### src/rtl/rll27_pkg.sv
// RLL(2,7) code set shared by the encoder and decoder: codewords, data values,
// live prefixes and the width-qualified valid encoding.
package rll27_pkg;

    typedef enum logic [1:0] {V_NONE, V_W2, V_W3, V_W4} rll_valid_t;

    localparam logic [3:0] CW_10   = 4'b0100;
    localparam logic [3:0] CW_11   = 4'b1000;
    localparam logic [5:0] CW_000  = 6'b000100;
    localparam logic [5:0] CW_010  = 6'b100100;
    localparam logic [5:0] CW_011  = 6'b001000;
    localparam logic [7:0] CW_0010 = 8'b00100100;
    localparam logic [7:0] CW_0011 = 8'b00001000;

    localparam logic [1:0] D_10   = 2'b10;
    localparam logic [1:0] D_11   = 2'b11;
    localparam logic [2:0] D_000  = 3'b000;
    localparam logic [2:0] D_010  = 3'b010;
    localparam logic [2:0] D_011  = 3'b011;
    localparam logic [3:0] D_0010 = 4'b0010;
    localparam logic [3:0] D_0011 = 4'b0011;

    // Partial words that can still grow into a longer codeword.
    localparam logic [3:0] LIVE4_0 = 4'b0000;
    localparam logic [3:0] LIVE4_1 = 4'b0001;
    localparam logic [3:0] LIVE4_2 = 4'b0010;
    localparam logic [3:0] LIVE4_3 = 4'b1001;
    localparam logic [5:0] LIVE6_0 = 6'b001001;
    localparam logic [5:0] LIVE6_1 = 6'b000010;

endpackage

### src/rtl/rll27_cw_match.sv
// Combinational codeword classifier: given the candidate bits and the bit
// position, reports a full match (with width and data) or a still-live prefix.
module rll27_cw_match
    import rll27_pkg::*;
(
    input  logic [7:0] cand_i,
    input  logic [2:0] cnt_i,
    output logic       hit_o,
    output logic       live_o,
    output logic [1:0] width_o,
    output logic [3:0] data_o
);

    always_comb begin
        hit_o   = 1'b0;
        live_o  = 1'b0;
        width_o = V_NONE;
        data_o  = 4'b0000;
        case (cnt_i)
            3'd3: begin
                case (cand_i[3:0])
                    CW_10: begin
                        hit_o   = 1'b1;
                        width_o = V_W2;
                        data_o  = {2'b00, D_10};
                    end
                    CW_11: begin
                        hit_o   = 1'b1;
                        width_o = V_W2;
                        data_o  = {2'b00, D_11};
                    end
                    LIVE4_0, LIVE4_1, LIVE4_2, LIVE4_3: live_o = 1'b1;
                    default: ;
                endcase
            end
            3'd5: begin
                case (cand_i[5:0])
                    CW_000: begin
                        hit_o   = 1'b1;
                        width_o = V_W3;
                        data_o  = {1'b0, D_000};
                    end
                    CW_010: begin
                        hit_o   = 1'b1;
                        width_o = V_W3;
                        data_o  = {1'b0, D_010};
                    end
                    CW_011: begin
                        hit_o   = 1'b1;
                        width_o = V_W3;
                        data_o  = {1'b0, D_011};
                    end
                    LIVE6_0, LIVE6_1: live_o = 1'b1;
                    default: ;
                endcase
            end
            3'd7: begin
                case (cand_i)
                    CW_0010: begin
                        hit_o   = 1'b1;
                        width_o = V_W4;
                        data_o  = D_0010;
                    end
                    CW_0011: begin
                        hit_o   = 1'b1;
                        width_o = V_W4;
                        data_o  = D_0011;
                    end
                    default: ;
                endcase
            end
            // Odd lengths and lengths below 4 are never decision points.
            default: live_o = 1'b1;
        endcase
    end

endmodule

### src/rtl/rll_recv.sv
// Serial RLL(2,7) decoder: shifts in coded bits MSB first, emits 2/3/4-bit
// words with a width-qualified strobe, and flags illegal sequences.
module rll_recv
    import rll27_pkg::*;
(
    input  logic       clk_i,
    input  logic       rst_i,
    input  logic       code_bit_i,
    input  logic       code_en_i,
    output logic [1:0] decode2_o,
    output logic [2:0] decode3_o,
    output logic [3:0] decode4_o,
    output logic [1:0] valid_o,
    output logic       err_o
);

    logic [7:0] sr_q, sr_d;
    logic [2:0] cnt_q, cnt_d;
    logic [1:0] dec2_q, dec2_d;
    logic [2:0] dec3_q, dec3_d;
    logic [3:0] dec4_q, dec4_d;
    logic [1:0] valid_q, valid_d;
    logic       err_q, err_d;

    logic [7:0] cand;
    logic       hit;
    logic       live;
    logic [1:0] width;
    logic [3:0] data;

    assign cand = {sr_q[6:0], code_bit_i};

    rll27_cw_match u_match (
        .cand_i  (cand),
        .cnt_i   (cnt_q),
        .hit_o   (hit),
        .live_o  (live),
        .width_o (width),
        .data_o  (data)
    );

    always_comb begin
        sr_d    = sr_q;
        cnt_d   = cnt_q;
        dec2_d  = dec2_q;
        dec3_d  = dec3_q;
        dec4_d  = dec4_q;
        valid_d = V_NONE;
        err_d   = 1'b0;
        if (code_en_i) begin
            if (hit) begin
                valid_d = width;
                sr_d    = 8'h00;
                cnt_d   = 3'd0;
                case (width)
                    V_W2:    dec2_d = data[1:0];
                    V_W3:    dec3_d = data[2:0];
                    V_W4:    dec4_d = data;
                    default: ;
                endcase
            end else if (!live) begin
                // The offending bit is dropped; framing restarts on the next bit.
                err_d = 1'b1;
                sr_d  = 8'h00;
                cnt_d = 3'd0;
            end else begin
                sr_d  = cand;
                cnt_d = cnt_q + 3'd1;
            end
        end
    end

    always_ff @(posedge clk_i) begin
        if (!rst_i) begin
            sr_q    <= 8'h00;
            cnt_q   <= 3'd0;
            dec2_q  <= 2'b00;
            dec3_q  <= 3'b000;
            dec4_q  <= 4'b0000;
            valid_q <= V_NONE;
            err_q   <= 1'b0;
        end else begin
            sr_q    <= sr_d;
            cnt_q   <= cnt_d;
            dec2_q  <= dec2_d;
            dec3_q  <= dec3_d;
            dec4_q  <= dec4_d;
            valid_q <= valid_d;
            err_q   <= err_d;
        end
    end

    assign decode2_o = dec2_q;
    assign decode3_o = dec3_q;
    assign decode4_o = dec4_q;
    assign valid_o   = valid_q;
    assign err_o     = err_q;

endmodule

### config.mk
export PLATFORM = sky130hd
export DESIGN_NAME = rll_recv
export DESIGN_NICKNAME = d
export VERILOG_FILES = /design/src/rtl/rll27_pkg.sv /design/src/rtl/rll27_cw_match.sv /design/src/rtl/rll_recv.sv
export SDC_FILE = /design/constraint.sdc
export NUM_CORES = 1
export LEC_CHECK = 0
export ABC_AREA = 1
export ABC_CLOCK_PERIOD_IN_PS = 2000
export BUFFER_PORTS_ARGS = -buffer_cell sky130_fd_sc_hd__buf_4
export CAP_MARGIN = 25
export CORE_UTILIZATION = 55
export CTS_BUF_LIST = sky130_fd_sc_hd__clkbuf_4
export DETAILED_ROUTE_END_ITERATION = 8
export PLACE_DENSITY = 0.78
export SKIP_LAST_GASP = 1
export SYNTH_ARGS = -nofsm -noshare
export SYNTH_HDL_FRONTEND = slang
export SYNTH_SLANG_ARGS = --single-unit
### constraint.sdc
create_clock -name clk_i -period 2 [get_ports clk_i]
set_input_delay 0.3 -clock clk_i [delete_from_list [all_inputs] [get_ports clk_i]]
set_output_delay 0.3 -clock clk_i [all_outputs]
set_load 0.005 [all_outputs]
# Word level (Yosys, flattened, before mapping)
# Cells that the tools add are included.
dict set report totals {
  wordCells 59
  output_inout_bits 12
  input_bits 4
  register_bits 22
}
dict set report op_classes {
  mux 20
  reduce_logical 11
  n_eq_ne 18
  n_addsub 1
  bitwise 2
}
# operator count
set ops {}
lappend ops {{2-to-1 mux 7 bit} 2}
lappend ops {{equality test 6 x 4 -> 1 bit (second input constant)} 2}
lappend ops {{one-hot mux 2 bit (2 select lines)} 3}
lappend ops {{one-hot mux 4 bit (3 select lines)} 1}
lappend ops {{AND reduction 3 bit} 4}
lappend ops {{equality test 4 bit (second input constant)} 2}
lappend ops {{equality test 8 x 4 -> 1 bit (second input constant)} 1}
lappend ops {{equality test 8 x 6 -> 1 bit (second input constant)} 1}
lappend ops {{2-to-1 mux 1 bit} 7}
lappend ops {{equality test 3 bit (second input constant)} 2}
lappend ops {{equality test 6 x 2 -> 1 bit (second input constant)} 1}
lappend ops {{equality test 6 x 3 -> 1 bit (second input constant)} 1}
lappend ops {{equality test 6 bit (second input constant)} 1}
lappend ops {{2-to-1 mux 3 bit} 2}
lappend ops {{one-hot mux 1 bit (3 select lines)} 2}
lappend ops {{one-hot mux 2 bit (3 select lines)} 1}
lappend ops {{OR reduction 2 bit} 3}
lappend ops {{OR reduction 3 bit} 2}
lappend ops {{equality test 2 bit (second input constant)} 2}
lappend ops {{equality test 4 x 1 -> 1 bit (second input constant)} 1}
lappend ops {{equality test 4 x 2 -> 1 bit (second input constant)} 1}
lappend ops {{equality test 4 x 3 -> 1 bit (second input constant)} 1}
lappend ops {{logical NOT 4 bit} 1}
lappend ops {{2-to-1 mux 2 bit} 2}
lappend ops {{other kinds (5)} 6}

# Depth between registers and ports, before layout
# Gate-level depths: netlist of run 1.
dict set report logic_depth {
  depth_word 6
  ltp_mapped 10
  mapped_depth_nobuf 10
}

# Modules after synthesis
# Synthesis of run 1 repeated with hierarchy kept, for this count alone.
dict set report hier_totals {
  cells_unflattened 171
  area_unflattened_um2 1123.6
}
# mod area_each_um2 n_inst seq_area_each_um2 cells_per_inst
set modules_own_cells {}
lappend modules_own_cells {rll_recv 883.3 1 440.4 120}
lappend modules_own_cells {rll27_cw_match 240.2 1 0.0 51}

# Least setup slack after synthesis of run 1
# No wires, ideal clock.
dict set report synth_timing {
  kind {reg2reg}
  from {register cnt_q[0]}
  to {register sr_q[1]}
  required_ps 1879
  path_stages_with_launch 9
  setup_slack_ps 572
  path_buffers 0
  synth_period_minus_slack_ps 1428
  arrival_ps 1307
  cell_sequence {dfxtp_1 -> ha_1 -> ha_1 -> nor3_1 -> nor2_1 -> o21ai_1 -> nand2_1 -> nand3_2 -> o22ai_1}
}
dict set report synth_between {
  elab_chain_cells 4
  word_cells_on_any_way 7
  cone_classes {eq/ne (3); mux (4)}
}
# item line
set synth_lines {}
lappend synth_lines {{start: declaration} rll_recv.sv:18} ;# logic [2:0] cnt_q, cnt_d;
lappend synth_lines {{start signal: assignment} rll_recv.sv:84} ;# cnt_q <= cnt_d;
lappend synth_lines {{equality test 3 bit or equality test 3 x 2 -> 1 bit (tied branches)} rll27_cw_match.sv:19} ;# case (cnt_i)
lappend synth_lines {{one-hot mux 1 bit (3 select lines)} rll27_cw_match.sv:19}
lappend synth_lines {{2-to-1 mux 7 bit} rll_recv.sv:61} ;# end else if (!live) begin
lappend synth_lines {{2-to-1 mux 7 bit (*)} rll_recv.sv:51} ;# if (hit) begin
lappend synth_lines {{end signal: assignment} rll_recv.sv:83} ;# sr_q <= sr_d;
lappend synth_lines {{end: declaration} rll_recv.sv:17} ;# logic [7:0] sr_q, sr_d;
# Every way passes the cells marked *; elsewhere a longest branch is shown, timed or not.
# A chain may end at the register's enable or synchronous reset.

# Final worst setup path of run 1
dict set report layout_timing {
  from {register cnt_q[0]}
  to {register cnt_q[0]}
}
dict set report layout_between {
  elab_chain_cells 4
  word_cells_on_any_way 8
  cone_classes {add/sub (1); eq/ne (3); mux (4)}
}
# item line
set layout_lines {}
lappend layout_lines {{equality test 3 bit or equality test 3 x 2 -> 1 bit (tied branches)} rll27_cw_match.sv:19}
lappend layout_lines {{one-hot mux 1 bit (3 select lines)} rll27_cw_match.sv:19}
lappend layout_lines {{2-to-1 mux 3 bit} rll_recv.sv:61}
lappend layout_lines {{2-to-1 mux 3 bit (*)} rll_recv.sv:51}
# Marks and branches as above.

==> results.txt, run 1 <==
- Summing every instance area after synthesis gives roughly 990 um2.
- WL met3: approximately 140 um
- The clock reaches the later pin of the worst-skew pair after 300 ps.
- During placement, the flow inserted port buffers numbering 12.
- Instance count after placement with tap cells included: ~160
- In this run the worst hold path is classified as primary input to flop.
- Hold is met by 284.5 ps.
- Category of the worst setup path capture point: flop
- The initial utilization of the core area, before any placement, comes to 61.93%.
* Die Width: between 40 and 50 um
* Final worst path period share: between 70% and 80%
- At the end of the flow, the number of nets in the layout was around 150.
- Total detailed-routing wirelength: approximately 1800 um
- Registers take approximately 380 um2.
- Compared with the post-synthesis result, the final layout area differs by 11.41%.
* Post-CTS clock slew at the launch and capture registers of the worst setup and hold paths: 110 ps
- Proportion of synthesized chip area in sequential cells: between 30% and 40%
- Yosys mapped the design onto 25 distinct sky130hd cell types.
* Setup violators final: 0
* Root Buffer Master: clkbuf_4
- TritonCTS built the clock tree.
- Initial antenna violation count: 0
* Pin count of the biggest net entering global routing: 12
- First-pass GRT wire length: 2987 um
- In the post-route analysis, the smallest setup slack over all paths is roughly 400 ps.
* Final Max Slew Viols: 0
- Cell class contributing the biggest share of worst-path delay: simple AND/OR/NAND/NOR gates
- Vias after detailed routing: roughly 850
* Count of instances resized after the clock tree is built: 0
- At the placement stage, the worst setup path has a slack of between 400 and 500 ps.
* Sinks on Clock Net: 19
* Via count of the first global-routing pass: slightly above 700
- Number of clock buffers inserted by TritonCTS: 3
- The worst-case IR drop observed on VDD is 497.9 uV.
- For the finished layout, the period the worst path requires is 1595 ps.
- Total Routing Usage GR: about a fifth
- Cells with a size suffix above 1 make up roughly 22% of the layout.
* Count of mapped cells out of synthesis: ~130
* Met1 WL: 876 um
- In the routed design, unresolved DRC markers number 0.
* Buffers and inverters on the worst path: 0
* Diodes inserted: 0
- The core region is about 1600 um2.
* I/O pins: 16
* Unrepaired setup endpoints after global routing: false
* Via/cell ratio: 5.036
- Summing all multi-input logic gate instances after layout gives slightly below 500 um2.
- The setup check on the worst reg-to-reg path leaves a slack of 400 ps.
- H-tree levels: 1
- Count of hold-fix buffers inserted at cts: 0
- Post-Route Setup TNS: 0 ps
- After detailed routing, no signal wire sits above met4.
- Total power divided by cell area: roughly 590 nW/um2
- Synthesized flop and latch total: 19
- For this design the static power due to leakage is roughly 0.53 nW.
- Met2 wire length: 774 um
- STA puts the critical path data arrival time at roughly 1800 ps.
- Post-CTS timing repair inserted 0 buffers for setup.
* Final clock skew: 9.578 ps
- Once detail routing completed, the nets flagged for antenna violations numbered 0.
- Number of iterations in the first detailed-routing pass: 4
- Critical-path top delay cell: dfxtp_1
- Std-Cell Rows: 14
* Required time at the worst-slack endpoint: ~2200 ps
- Die Area: 1968 um2
- Number of standard cells in the layout, taps in and fillers out: 168
- Along the worst path, the maximum fanout reaches 6.
- A synthesized cell averages 7.536 um2.
- Static timing analysis puts the maximum clock frequency at 626.8 MHz.
- For this run, the number of Yosys warnings is 0.
- After detailed routing, the average wire length per cell comes to roughly 11 um.
- Number of fill cells in the layout: ~140
- Post-route total power: between 0.6 and 0.7 mW
- Run status: finished clean
* Global placement routability congestion: between 0.8 and 0.9
* Detailed-placement wirelength estimate: 1429 um
- Nature of the critical path startpoint: flop
* Delay of the slowest critical-path stage: 390 ps
- Drt first-iter violations: 11
- Traced cell by cell, the critical path runs through ha_1 > ha_1 > nor3_1 > nor2_1 > o21ai_1 > nand2_1 > nand3_2 > o21ai_1.
* CTS Buffer Depth: 2
* Grt ovf: 0
* Total count of hold-check failures in the final report: 0
- Category of the critical setup timing path: flop to flop
- Max-cap violations in this run came to 0.
* Die Y-Extent: 44.37 um
-- placed cells by master, fill, tap and decap left out, drive strengths merged --
cell type and n:
nand2 24, inv 20, dfxtp 19, nor2 18, nand3 13, buf 12
a21oi 8, o21ai 7, o22ai 4, ha 4, clkbuf 4, conb 3
nor3 3, nand4 3, clkinv 1, nor4 1
-- layer usage --
layer  track usage (%)  up-vias
li1                  -      443
met1             30.10      363
met2             29.71       34
met3             6.122        6
met4             9.091        0
met5                 0        -
-- power by group --
| group | switching [mW] | internal, mW |
|---|---|---|
| clock network | 0.117 | 0.0914 |
| logic | 0.0326 | 0.0171 |
| registers | 0.00637 | 0.385 |
| total | 0.156 | 0.494 |
-- cell type report --
cell class | instances | share of cell area [%]
Multi-Input combinational cell | 88 | 44.48
Sequential cell | 19 | 34.58
Clock buffer | 4 | 2.730
Inverter | 21 | 7.281
Timing Repair Buffer | 12 | 8.191
Tap cell | 24 | 2.730
-- stage by stage --
stage               area [um2]  util (%)
floorplan                994.7         -
global placement          1070     67.11
detailed placement        1070     67.11
CTS                       1100     69.00
global route              1100     69.00
finish                    1100     69.00
-- flip-flops by register name (all words and copies together) (netlist names) --
signal	flops
sr_q	7
decode2_o	2
decode4_o	2
decode3_o	2
cnt_q	3
err_o	1
valid_o	2
-- worst paths after layout --
| kind | cells after the start | startpoint | to |
|---|---|---|---|
| hold reg to reg | 2 | decode4_o[1]$_SDFFE_PN0P_ | decode4_o[1]$_SDFFE_PN0P_ |
| hold / removal | 3 | code_bit_i | sr_q[0]$_SDFFE_PN0P_ |
| setup reg to reg | 8 | cnt_q[0]$_SDFFE_PN0P_ | cnt_q[0]$_SDFFE_PN0P_ |
| setup / recovery | 8 | cnt_q[0]$_SDFFE_PN0P_ | cnt_q[0]$_SDFFE_PN0P_ |
-- cell usage after synthesis --
master | instances | area [um2]
nand2_2 | 4 | 25.02
clkinv_2 | 1 | 5.000
dfxtp_1 | 19 | 380.4
a21oi_1 | 8 | 40.04
o22ai_1 | 4 | 25.02
nand4_2 | 1 | 12.51
nand2_1 | 18 | 67.56
nor2_1 | 15 | 56.30
inv_1 | 19 | 71.32
nand4_1 | 2 | 12.51
nor3_1 | 2 | 10.01
nand3_2 | 3 | 30.03
nor2_2 | 3 | 18.77
ha_1 | 4 | 50.05
o21ai_1 | 5 | 25.02
nor3_4 | 1 | 16.27
inv_2 | 1 | 3.750
conb_1 | 1 | 3.750
buf_4 | 3 | 22.52
o21ai_0 | 2 | 10.01
nor4_1 | 1 | 6.260
buf_8 | 1 | 15.01
clkbuf_4 | 1 | 7.510
nand2_4 | 2 | 22.52
nand3_1 | 10 | 50.05
-- cells by family (layout without fill, tap and decap cells) --
logic type | after synthesis | in the layout | synth area share (%)
and+or+nand+nor | 62 | 62 | 33.21
other | 1 | 3 | 0.3799
adders and majority gates | 4 | 4 | 5.070
AOI/OAI and AO/OA | 19 | 19 | 10.14
DFF | 19 | 19 | 38.53
buffers and inverters | 26 | 37 | 12.67
-- tightest hold or removal path, delay by kind of cell --
kind / cells / cell delay [ps]
buffers and inverters: 2 / 140
AO/OA/AOI/OAI: 1 / 110
Note: power is estimated with default switching activity, not from simulation.
==> inputs of run 2 (changes only) <==
- ABC_CLOCK_PERIOD_IN_PS: 2000 -> 1300
- CORE_UTILIZATION: 55 -> 51
- PLACE_DENSITY: 0.78 -> 0.76
- clock period: 2 -> 1.3 ns (I/O delays scaled with it)
==> run 2 against run 1 <==
The flow now finishes with violations (setup timing). Sequential share of layout area down 4.8 points. Die area up 7.5%. Sequential cell count unchanged. Routed wire length up 19%. Via count up 8.3%. Maximum frequency up 13%. Clock power up 57%. Highest routed layer unchanged.
==> results.txt, run 2 (synthesis gave the netlist of run 1 again) <==
* Via count of the first global-routing pass: 850 (+19%)
- The number of standard cells in the layout, taps in and fillers out came to 179 (+6.5%).
- Number of clock buffers inserted by TritonCTS: 3 (unchanged)
- Total power divided by cell area: 798.9 nW/um2 (+35%)
- The worst IR drop on VDD came to 627.6 uV (+26%).
- The detailed-routing iteration count for the pre-antenna-repair pass is 4 (unchanged).
* Category of the critical setup timing path: flop to flop
- The residual antenna-violating net count after detailed routing came to 0 (unchanged).
- The relative contribution of sequential cells to total power was 58.1% (-2.1 points).
- Clock tree from TritonCTS: yes
- Initial antenna violation count: 0 (unchanged)
* Drt drc: 0 (unchanged)
* Final worst path period share: 108.2% (+28 points)
* Grt ovf: 0 (unchanged)
* Most common cell after layout, fill and taps aside: buf_4
- Pre-CTS setup slack: -142.2 ps (-575.3 ps)
- Instance count after placement with tap cells included: 175 (+6.7%)
* Static leakage: 0.6152 nW (+15%)
- The worst-case reg-to-reg path depth is 10 (+2).
* Std-Cell Rows: 15 (+1)
* Largest registers: sr_q (7), cnt_q (3)
- Count of hold-fix buffers inserted at cts: 0 (unchanged)
* Global placement routability congestion: 0.8288 (-1.9%)
* Category of the worst setup path capture point: flop
- The worst-case clock buffer depth is 2 (unchanged).
- The area taken by multi-input logic gates was 604.3 um2 (+24%).
- The worst setup path is launched from a flop.
- The worst slack on hold paths was 197.1 ps (-87.41 ps).
* Root Buffer Master: clkbuf_4
* Reg2Reg Setup Slack: -110 ps (-510 ps)
- The share of cells above drive strength 1 was 42.21% (+20 points).
- Setup violators final: 16 (+16)
* Total detailed-routing wirelength: 2171 um (+19%)
- The post-route minimum period is 1407 ps (-188.5 ps).
* Unrepaired setup endpoints after global routing: true
- Gate power share: 10.3% (+2.6 points)
- The fmax is 710.7 MHz (+13%).
- Number of flip-flops in the largest register: 7 (unchanged)
- The internal cell power is 0.7766 mW (+57%).
- The final HPWL from detailed placement came to 1568 um (+9.7%).
* Post-route total power: 1.040 mW (+60%)
* Largest register by flop count: sr_q
- The switching power summed over all nets is 0.2629 mW (+68%).
- Most frequent cells in the layout: buf_4 (22), inv_1 (16), nand2_1 (16)
* Run status: finished, violations left
* # port buffers: 12 (unchanged)
- The final count of hold timing violations came to 0 (unchanged).
- Worst Slack Setup Final: -107.0 ps (-511.5 ps)
* Initial core utilization: 55.96% (-6.0 points)
- Total Routing Usage GR: 23.43% (+2.3 points)
- The number of nets in the layout was 163 (+6.5%).
- Post-CTS clock slew at the launch and capture registers of the worst setup and hold paths: 110 ps (about the same)
- Min-Delay Path Depth: 3 (unchanged)
- The data arrival time at the worst-slack endpoint came to 1610 ps (-230 ps).
- Hold crit path type: primary input to flop
- H-tree levels: 1 (unchanged)
- The number of vias per cell after detailed routing was 5.117 (+1.6%).
- Footprint of the flip-flops and latches: 387.9 um2 (+2.0%)
- The maximum fanout along the worst path was 4 (-2).
- Core Footprint: 1764 um2 (+11%)
* Clk Latency, worst-skew pair: 310 ps (about the same)
* First-pass GRT wire length: 3381 um (+13%)
- The filler cell count was 143 (+3.6%).
- Required time at the worst-slack endpoint: 1510 ps (-730 ps)
- The switching share of power came to 25.29% (+1.3 points).
- The maximum number of pins on one net before global-route repair was 12 (unchanged).
- DR WL/cell: 12.13 um (+12%)
- Violated checks: setup timing
* I/O pins: 16 (unchanged)
* Final Max Slew Viols: 0 (unchanged)
- Sinks on Clock Net: 19 (unchanged)
- The overall via count from detail_route was 916 (+8.3%).
- The number of DRC markers in iteration 0 came to 18 (+7).
* Diodes inserted: 0 (unchanged)
- Layout-stage area growth over the synthesis result: 31.81%
- Die Y-Extent: 46.00 um (+3.7%)
* Count of maximum capacitance violations: 0 (unchanged)
- Die Area: 2116 um2 (+7.5%)
- The die width came to 46.00 um (+3.7%).
- Final clock skew: 4.738 ps (-4.840 ps)
- Fraction of power consumed by the clock network: 31.6% (-0.5 points)
-- run 2: power groups by stage --
stage          Sequential [mW]  Combinational [mW]  Clock, mW
2_1_floorplan            0.618              0.0709          0
3_3_place_gp             0.617              0.0938          0
3_5_place_dp             0.618              0.0963          0
4_1_cts                  0.606               0.103      0.329
5_1_grt                  0.606               0.120      0.345
6_report                 0.604               0.107      0.329
-- run 2: through the flow --
stage	util (%)	cell area (um2)	setup TNS [ps]
2_1_floorplan	-	1045	-167.0
3_3_place_gp	67.80	1196	-885.3
3_5_place_dp	67.80	1196	-1537
4_1_cts	72.13	1272	-1155
5_1_grt	73.76	1301	-2776
6_report	73.76	1301	-1228
-- run 2: final timing paths --
kind | end | start
worst max-delay path | decode3_o[1]$_SDFFE_PN0P_ | cnt_q[0]$_SDFFE_PN0P_
worst min-delay path | sr_q[0]$_SDFFE_PN0P_ | code_bit_i
worst max register to register | decode3_o[1]$_SDFFE_PN0P_ | cnt_q[0]$_SDFFE_PN0P_
worst min register to register | decode4_o[1]$_SDFFE_PN0P_ | decode4_o[1]$_SDFFE_PN0P_
-- run 2: cell type report --
type / count / share of cell area, %
repair buffers: 22 / 12.69
flip-flops and latches: 19 / 29.81
well taps: 25 / 2.404
inverters: 21 / 6.346
clock buffers: 4 / 2.308
multi-input cells: 88 / 46.44
-- run 2: per-layer routing --
| layer | GRT usage (%) | vias to the layer above | wire, um |
|---|---|---|---|
| met1 | 26.62 | 423 | 918 |
| met5 | 0 | - | 0 |
| met4 | 16.47 | 0 | 91 |
| li1 | - | 462 | - |
| met2 | 38.31 | 22 | 1088 |
| met3 | 5.159 | 9 | 72 |
-- run 2: critical path, cell delays in order (launching register included) --
cell	delay (ps)
dfxtp_2	360
ha_4	170
ha_4	170
inv_4	60
nor3_4	40
nand2_4	100
nand2_4	70
nor2_4	130
inv_2	70
nor2_2	90
nor2_1	50
-- run 2: what timing repair did --
| action | 4_1_cts | 5_1_grt |
|---|---|---|
| buffers inserted | 0 | 0 |
| gates resized for setup | 13 | 9 |
| pin swaps | 11 | 9 |
| endpoints found under the setup margin | 19 | 19 |
| cloned | 0 | 0 |
